**src/rtl/lsu_rmw.sv**
```systemverilog
// Load/store unit in front of a word-addressed data memory with level-sensitive write.
// Byte/half stores use a read-modify-write sequence; loads return the extended lane.
module lsu_rmw #(
  parameter int WORD_ADDR_W = 8
) (
  input  logic        clk,
  input  logic        reset,
  input  logic        req_valid,
  output logic        req_ready,
  input  logic        req_write,
  input  logic [1:0]  req_size,
  input  logic        req_signed,
  input  logic [31:0] req_addr,
  input  logic [31:0] req_wdata,
  output logic        resp_valid,
  output logic        resp_err,
  output logic [31:0] resp_rdata,
  output logic [31:0] mem_address,
  output logic [31:0] mem_writeData,
  output logic        mem_memWrite,
  output logic        mem_memRead,
  input  logic [31:0] mem_readData
);

  typedef enum logic [2:0] {
    S_IDLE,
    S_RD,
    S_WR,
    S_RESP,
    S_ERR
  } state_t;

  localparam logic [1:0] SZ_BYTE = 2'b00;
  localparam logic [1:0] SZ_HALF = 2'b01;
  localparam logic [1:0] SZ_WORD = 2'b10;

  state_t state, state_next;

  logic [WORD_ADDR_W-1:0] word_q;
  logic [1:0]             lane_q;
  logic [1:0]             size_q;
  logic                   signed_q;
  logic                   write_q;
  logic [31:0]            wdata_q;
  logic [31:0]            old_word_q;
  logic [31:0]            rdata_q;

  logic        accept;
  logic        req_err;
  logic [7:0]  lane_byte;
  logic [15:0] lane_half;
  logic [31:0] load_val;
  logic [31:0] merged;

  assign accept = req_valid && req_ready;

  always_comb begin
    // NOTE: every signal written here gets a default first, so no path can infer a latch.
    req_err = 1'b0;
    if (req_size == 2'b11)                              req_err = 1'b1;
    if (req_size == SZ_HALF && req_addr[0])             req_err = 1'b1;
    if (req_size == SZ_WORD && req_addr[1:0] != 2'b00)  req_err = 1'b1;
    if (req_addr[31:WORD_ADDR_W+2] != '0)               req_err = 1'b1;
  end

  always_comb begin
    state_next = state;
    case (state)
      S_IDLE: begin
        if (accept) begin
          if (req_err)                              state_next = S_ERR;
          else if (req_write && req_size == SZ_WORD) state_next = S_WR;
          else                                      state_next = S_RD;
        end
      end
      S_RD:    state_next = write_q ? S_WR : S_RESP;
      S_WR:    state_next = S_RESP;
      S_RESP:  state_next = S_IDLE;
      S_ERR:   state_next = S_IDLE;
      default: state_next = S_IDLE;
    endcase
  end

  // Lane extraction for loads, straight off the combinational memory read.
  always_comb begin
    lane_byte = mem_readData[{lane_q, 3'b000} +: 8];
    lane_half = lane_q[1] ? mem_readData[31:16] : mem_readData[15:0];
    case (size_q)
      SZ_BYTE: load_val = {{24{signed_q & lane_byte[7]}}, lane_byte};
      SZ_HALF: load_val = {{16{signed_q & lane_half[15]}}, lane_half};
      default: load_val = mem_readData;
    endcase
  end

  always_comb begin
    merged = old_word_q;
    case (size_q)
      SZ_BYTE: merged[{lane_q, 3'b000} +: 8]        = wdata_q[7:0];
      SZ_HALF: merged[{lane_q[1], 4'b0000} +: 16]   = wdata_q[15:0];
      default: merged = wdata_q;
    endcase
  end

  always_ff @(posedge clk or posedge reset) begin
    if (reset) begin
      state <= S_IDLE;
    end else begin
      // NOTE: sequential state uses non-blocking assignments so every flop samples pre-edge values.
      state <= state_next;
    end
  end

  // NOTE: datapath registers are reset too, so nothing stale can leak onto the outputs after reset.
  always_ff @(posedge clk or posedge reset) begin
    if (reset) begin
      word_q     <= '0;
      lane_q     <= '0;
      size_q     <= '0;
      signed_q   <= 1'b0;
      write_q    <= 1'b0;
      wdata_q    <= '0;
      old_word_q <= '0;
      rdata_q    <= '0;
    end else begin
      if (accept) begin
        word_q   <= req_addr[WORD_ADDR_W+1:2];
        lane_q   <= req_addr[1:0];
        size_q   <= req_size;
        signed_q <= req_signed;
        write_q  <= req_write;
        wdata_q  <= req_wdata;
        rdata_q  <= '0;
      end
      if (state == S_RD) begin
        if (write_q) old_word_q <= mem_readData;
        else         rdata_q    <= load_val;
      end
    end
  end

  // Strobes are decoded from the state register alone: the memory write is level-sensitive.
  always_comb begin
    req_ready     = (state == S_IDLE);
    resp_valid    = (state == S_RESP) || (state == S_ERR);
    resp_err      = (state == S_ERR);
    resp_rdata    = (state == S_RESP) ? rdata_q : '0;
    mem_memRead   = (state == S_RD);
    mem_memWrite  = (state == S_WR);
    mem_address   = '0;
    mem_writeData = '0;
    if (state == S_RD || state == S_WR)
      mem_address = {{(32-WORD_ADDR_W){1'b0}}, word_q};
    if (state == S_WR)
      mem_writeData = merged;
  end

endmodule

```
**config.mk**
```make
export PLATFORM = sky130hd
export DESIGN_NAME = lsu_rmw
export DESIGN_NICKNAME = d
export VERILOG_FILES = /design/src/rtl/lsu_rmw.sv
export SDC_FILE = /design/constraint.sdc
export NUM_CORES = 1
export LEC_CHECK = 0
export CAP_MARGIN = 30
export CORE_ASPECT_RATIO = 0.75
export CORE_MARGIN = 2
export CORE_UTILIZATION = 52
export CTS_BUF_LIST = sky130_fd_sc_hd__clkbuf_4 sky130_fd_sc_hd__clkbuf_8
export DETAILED_ROUTE_END_ITERATION = 12
export PLACE_DENSITY = 0.91
export REMOVE_ABC_BUFFERS = 1
export SLEW_MARGIN = 20
export SYNTH_ARGS = -nofsm -noshare
export SYNTH_HDL_FRONTEND = slang
export SYNTH_SLANG_ARGS = --single-unit
```
**constraint.sdc**
```tcl
create_clock -name clk -period 6.5 [get_ports clk]
set_input_delay 1.3 -clock clk [delete_from_list [all_inputs] [get_ports clk]]
set_output_delay 1.3 -clock clk [all_outputs]
set_load 0.01 [all_outputs]
```
==> results by stage <==
Yosys:
- Ranked by instance count, the synthesized netlist is headed by sky130_fd_sc_hd__nand2_1, sky130_fd_sc_hd__dfrtp_1, sky130_fd_sc_hd__mux2_2.
- The count of mapped cells out of synthesis is 675.
- In the synthesized netlist the dominant register cell turns out to be sky130_fd_sc_hd__dfrtp_1.
- The average instance area after synthesis is 9.34 µm².
- Counting flops and latches in the post-synthesis netlist gives 113.
- The share of async-settable or async-resettable flops after synthesis is 100%.
- In this run, synthesis inferred 0 flip-flops with an integrated enable.
- The most repeated cell in the gate-level netlist after synthesis is sky130_fd_sc_hd__nand2_1.
- The count of cell types in the netlist is 51.
- Yosys printed 0 warnings.
- The register area share after synthesis is 44.9%.
- By area the synthesized netlist is led by sky130_fd_sc_hd__dfrtp_1, sky130_fd_sc_hd__nand2_1, sky130_fd_sc_hd__mux2_2.
- The fraction of synthesized cell area taken by the top area cell type is 44.9%.
- Summed over all instances, the cell type with the most area after synthesis is sky130_fd_sc_hd__dfrtp_1.
- Summing every instance area after synthesis gives 0.00630 mm².

Timing:
- The worst-margin pin slew is 988 ps.
- The worst clock skew is 9.48 ps.
- The headroom to the max-slew limit is 34.1%.
- The highest achievable clock rate is 205 MHz.
- In the finished design, the share of the clock period the worst path needs comes to 75.2%.
- The final count of hold timing violations is 0.
- The shortest period the worst path allows is 4890 ps.
- Setup repair after global routing left no endpoint under its margin.
- The aggregate negative setup slack is 0 ps.
- The count of final max-slew check failures is 0.
- Setup violations remaining at the end of the flow were counted as 0.

Clock network:
- The TritonCTS sink count is 113.
- TritonCTS built the clock tree.
- The maximum root-to-sink buffer count is 2.
- The clock root buffer is sky130_fd_sc_hd__clkbuf_8.
- The hold-fix buffer count after cts is 0.
- The number of setup buffers added after CTS is 0.
- The clock latency of the later-clocked register in the worst-skew pair is 430 ps.
- The H-tree generated during clock tree synthesis spans 4 levels.
- The clock-pin transition on the worst setup and hold timing paths is 70 ps.
- Counting the buffers created by CTS gives 17.
- The quantity of gates resized following cts is 0.

Critical path:
- For the worst flop-to-flop path, the logic depth is 4.
- Data on the critical path is required at its endpoint by 5200 ps.
- The timing endpoint of the critical path is mem_writeData[24].
- The worst register-to-register path begins at size_q[0].
- The worst register-to-register path ends at rdata_q[2].
- The most critical setup path has its startpoint at lane_q[1].
- The number of buffers and inverters on the critical path is 3.
- The critical path runs through a total of 7 cells.
- The kind of cell adding the most delay to the critical path is buffers and inverters.
- The sort of element at the end of the critical path is an output port.
- The worst setup path is of the register to output port kind.
- The sort of element at the start of the critical path is a register.
- The slowest cell on the critical path is sky130_fd_sc_hd__nor4b_2.
- The critical path goes through buf_4 -> ha_1 -> clkinv_1 -> nor4b_2 -> a221oi_1 -> nor3_1 -> clkdlybuf4s50_1.
- The arrival time at the worst endpoint is 3590 ps.
- The setup slack on the worst flop-to-flop path is 3770 ps.
- The stage delay of the slowest cell on the critical path is 830 ps.
- In this run the worst path has a maximum fanout of 32.

Detailed routing:
- The average detailed-routed wire length per instance is 20.7 µm.
- The via density per instance is 6.13.
- The count of nets left with antenna violations after detail routing is 0.
- The vias after detailed routing is 6225.
- The first TritonRoute pass finished after 7 iterations.
- For this block, the initial DRC count from the detailed router was 785.
- The overall routed net length is 21100 µm.
- The count of unresolved DRC violations after routing is 0.

Global routing:
- Entering global routing, the biggest net connects 64 pins.
- The global-route wire length before repair is 32800 µm.
- For this run the aggregate overflow at the end of global routing stands at 0.
- The global-route usage over all layers is 32.3%.
- The number of global-route vias before repair came to 6240.
- The initial antenna violation count is 0.

Place:
- Routability-driven placement finished with a final weighted congestion of 0.865.
- After legalization and detailed placement, the total HPWL measured 14700 µm.
- The port buffer count is 179.

Floorplanning:
- 204 I/O pins were placed.
- The vertical extent of the die is 99.3 µm.
- The core region is 0.0117 mm².
- The floorplan has 34 rows.
- The horizontal die dimension is 131 µm.
- The initial utilization of the core area, before any placement, comes to 53.9%.
- The die outline area is 0.0130 mm².

Layout:
- For this run, the post-layout net count is 948.
- The area occupied by multi-input gates is 0.00317 mm².
- The number of antenna diodes in the final layout is 0.
- The share of cells above drive strength 1 is 13.4%.
- The signed area change from the synthesized netlist to the final layout is 35.7%.
- For this run, the share of the core covered by cells in the final layout is 73.1%.
- The register cell area after layout is 0.00283 mm².
- The layout has 818 filler cells.

Run status:
- The flow ran to the end, and the final reports show no timing, DRC or antenna violations.

Power:
- Power spread over the standard cell area amounts to 225 mW/mm².
- The maximum ir drop on the vdd rail is 138 µV.
- The leakage power of the design is 3.84 nW.

Job:
- Across the run, the number of max-cap violations was 0.

Worst hold path:
- The type of the most critical hold path is register to register.
[worst min-delay path by stage]
stage                 from          end  slack [ps]  cells after the start
3_3_place_gp     word_q[3]    word_q[3]         450                      2
2_1_floorplan    word_q[0]    word_q[0]         440                      2
5_1_grt        wdata_q[25]  wdata_q[25]         490                      2
6_report         word_q[3]    word_q[3]         470                      2
4_1_cts          word_q[1]    word_q[1]         470                      2
3_5_place_dp     word_q[1]    word_q[1]         450                      2
[placed cells by master, fill, tap and decap left out, types with 2 or more instances in the layout]
master                            instances
sky130_fd_sc_hd__a21o_1                   2
sky130_fd_sc_hd__a21oi_1                 11
sky130_fd_sc_hd__a221o_1                  6
sky130_fd_sc_hd__a221o_2                 10
sky130_fd_sc_hd__a221oi_1                24
sky130_fd_sc_hd__a222oi_1                 7
sky130_fd_sc_hd__a22o_1                   2
sky130_fd_sc_hd__a22oi_1                  8
sky130_fd_sc_hd__a41o_1                   2
sky130_fd_sc_hd__and2_1                  34
sky130_fd_sc_hd__and2b_1                  2
sky130_fd_sc_hd__and4_1                   2
sky130_fd_sc_hd__buf_4                    7
sky130_fd_sc_hd__bufinv_16                4
sky130_fd_sc_hd__clkbuf_8                19
sky130_fd_sc_hd__clkdlybuf4s50_1        179
sky130_fd_sc_hd__clkinv_1                 2
sky130_fd_sc_hd__clkinv_2                 7
sky130_fd_sc_hd__conb_1                  24
sky130_fd_sc_hd__dfrtp_1                113
sky130_fd_sc_hd__ha_1                     5
sky130_fd_sc_hd__inv_1                    5
sky130_fd_sc_hd__mux2_2                  47
sky130_fd_sc_hd__mux2i_1                  9
sky130_fd_sc_hd__nand2_1                170
sky130_fd_sc_hd__nand2_2                  2
sky130_fd_sc_hd__nand3_1                 10
sky130_fd_sc_hd__nor2_1                  10
sky130_fd_sc_hd__nor2_2                   3
sky130_fd_sc_hd__nor2b_1                 18
sky130_fd_sc_hd__nor3_1                  18
sky130_fd_sc_hd__nor3_2                   2
sky130_fd_sc_hd__nor4_1                   5
sky130_fd_sc_hd__o211ai_1                 2
sky130_fd_sc_hd__o21ai_0                 21
sky130_fd_sc_hd__o21ai_1                  7
sky130_fd_sc_hd__o22ai_1                 32
sky130_fd_sc_hd__or2_2                    2
[layout make-up]
type	count	share of cell area, %
Multi-Input combinational cell	511	37.1
Sequential cell	113	33.1
Timing Repair Buffer	188	22.0
Clock buffer	20	3.15
Tap cell	162	2.37
Clock inverter	12	1.90
Inverter	9	0.424
[cells by family after synthesis]
logic type / count (synthesis) / synth area share [%]
flip-flops: 113 / 44.9
AO/OA/AOI/OAI: 136 / 16.1
multiplexers: 58 / 10.4
AND/OR/NAND/NOR: 288 / 21.3
other: 1 / 0.0595
adder cells (fa/ha/maj): 5 / 0.993
buffers and inverters: 74 / 6.35
[registers in the layout, summed over array words and instances, names as in the netlist, 2 cells and up]
name,flops
lane_q,2
old_word_q,32
rdata_q,32
size_q,2
state,3
wdata_q,32
word_q,8
[worst register-to-register path, delay by kind of cell, from the launching register on]
family | cells | cell delay, ps
AND/OR/NAND/NOR | 2 | 1080
AO/OA/AOI/OAI | 2 | 520
flip-flops | 1 | 1000
[per-stage QoR]
| step | power [mW] | cell area, µm² | hold slack [ps] | worst slack (ps) | std cells |
|---|---|---|---|---|---|
| finish | 1.93 | 8550 | 474 | 1610 | 1015 |
| global route | 2.00 | 8550 | 490 | 1430 | 1015 |
| CTS | 1.91 | 8530 | 471 | 1650 | 1014 |
| detailed placement | 1.19 | 8100 | 454 | 2160 | 982 |
| global placement | 1.16 | 8080 | 449 | 2400 | 981 |
| floorplan | 1.01 | 6020 | 438 | 2210 | 633 |
[routing by layer]
| layer | up-vias | track usage (%) | wire [µm] |
|---|---|---|---|
| met5 | - | 0 | 0 |
| met4 | 0 | 11.8 | 774 |
| met3 | 90 | 11.3 | 2660 |
| met2 | 493 | 49.4 | 9450 |
| met1 | 2947 | 42.9 | 8180 |
| li1 | 2695 | - | - |
[report_power, final]
group	switching, mW	internal [mW]	total (mW)	leakage, nW
clock	0.297	0.437	0.734	0.225
combinational	0.215	0.164	0.378	2.11
sequential	0.0663	0.748	0.814	1.50
Power figures use the tool's default switching activity.
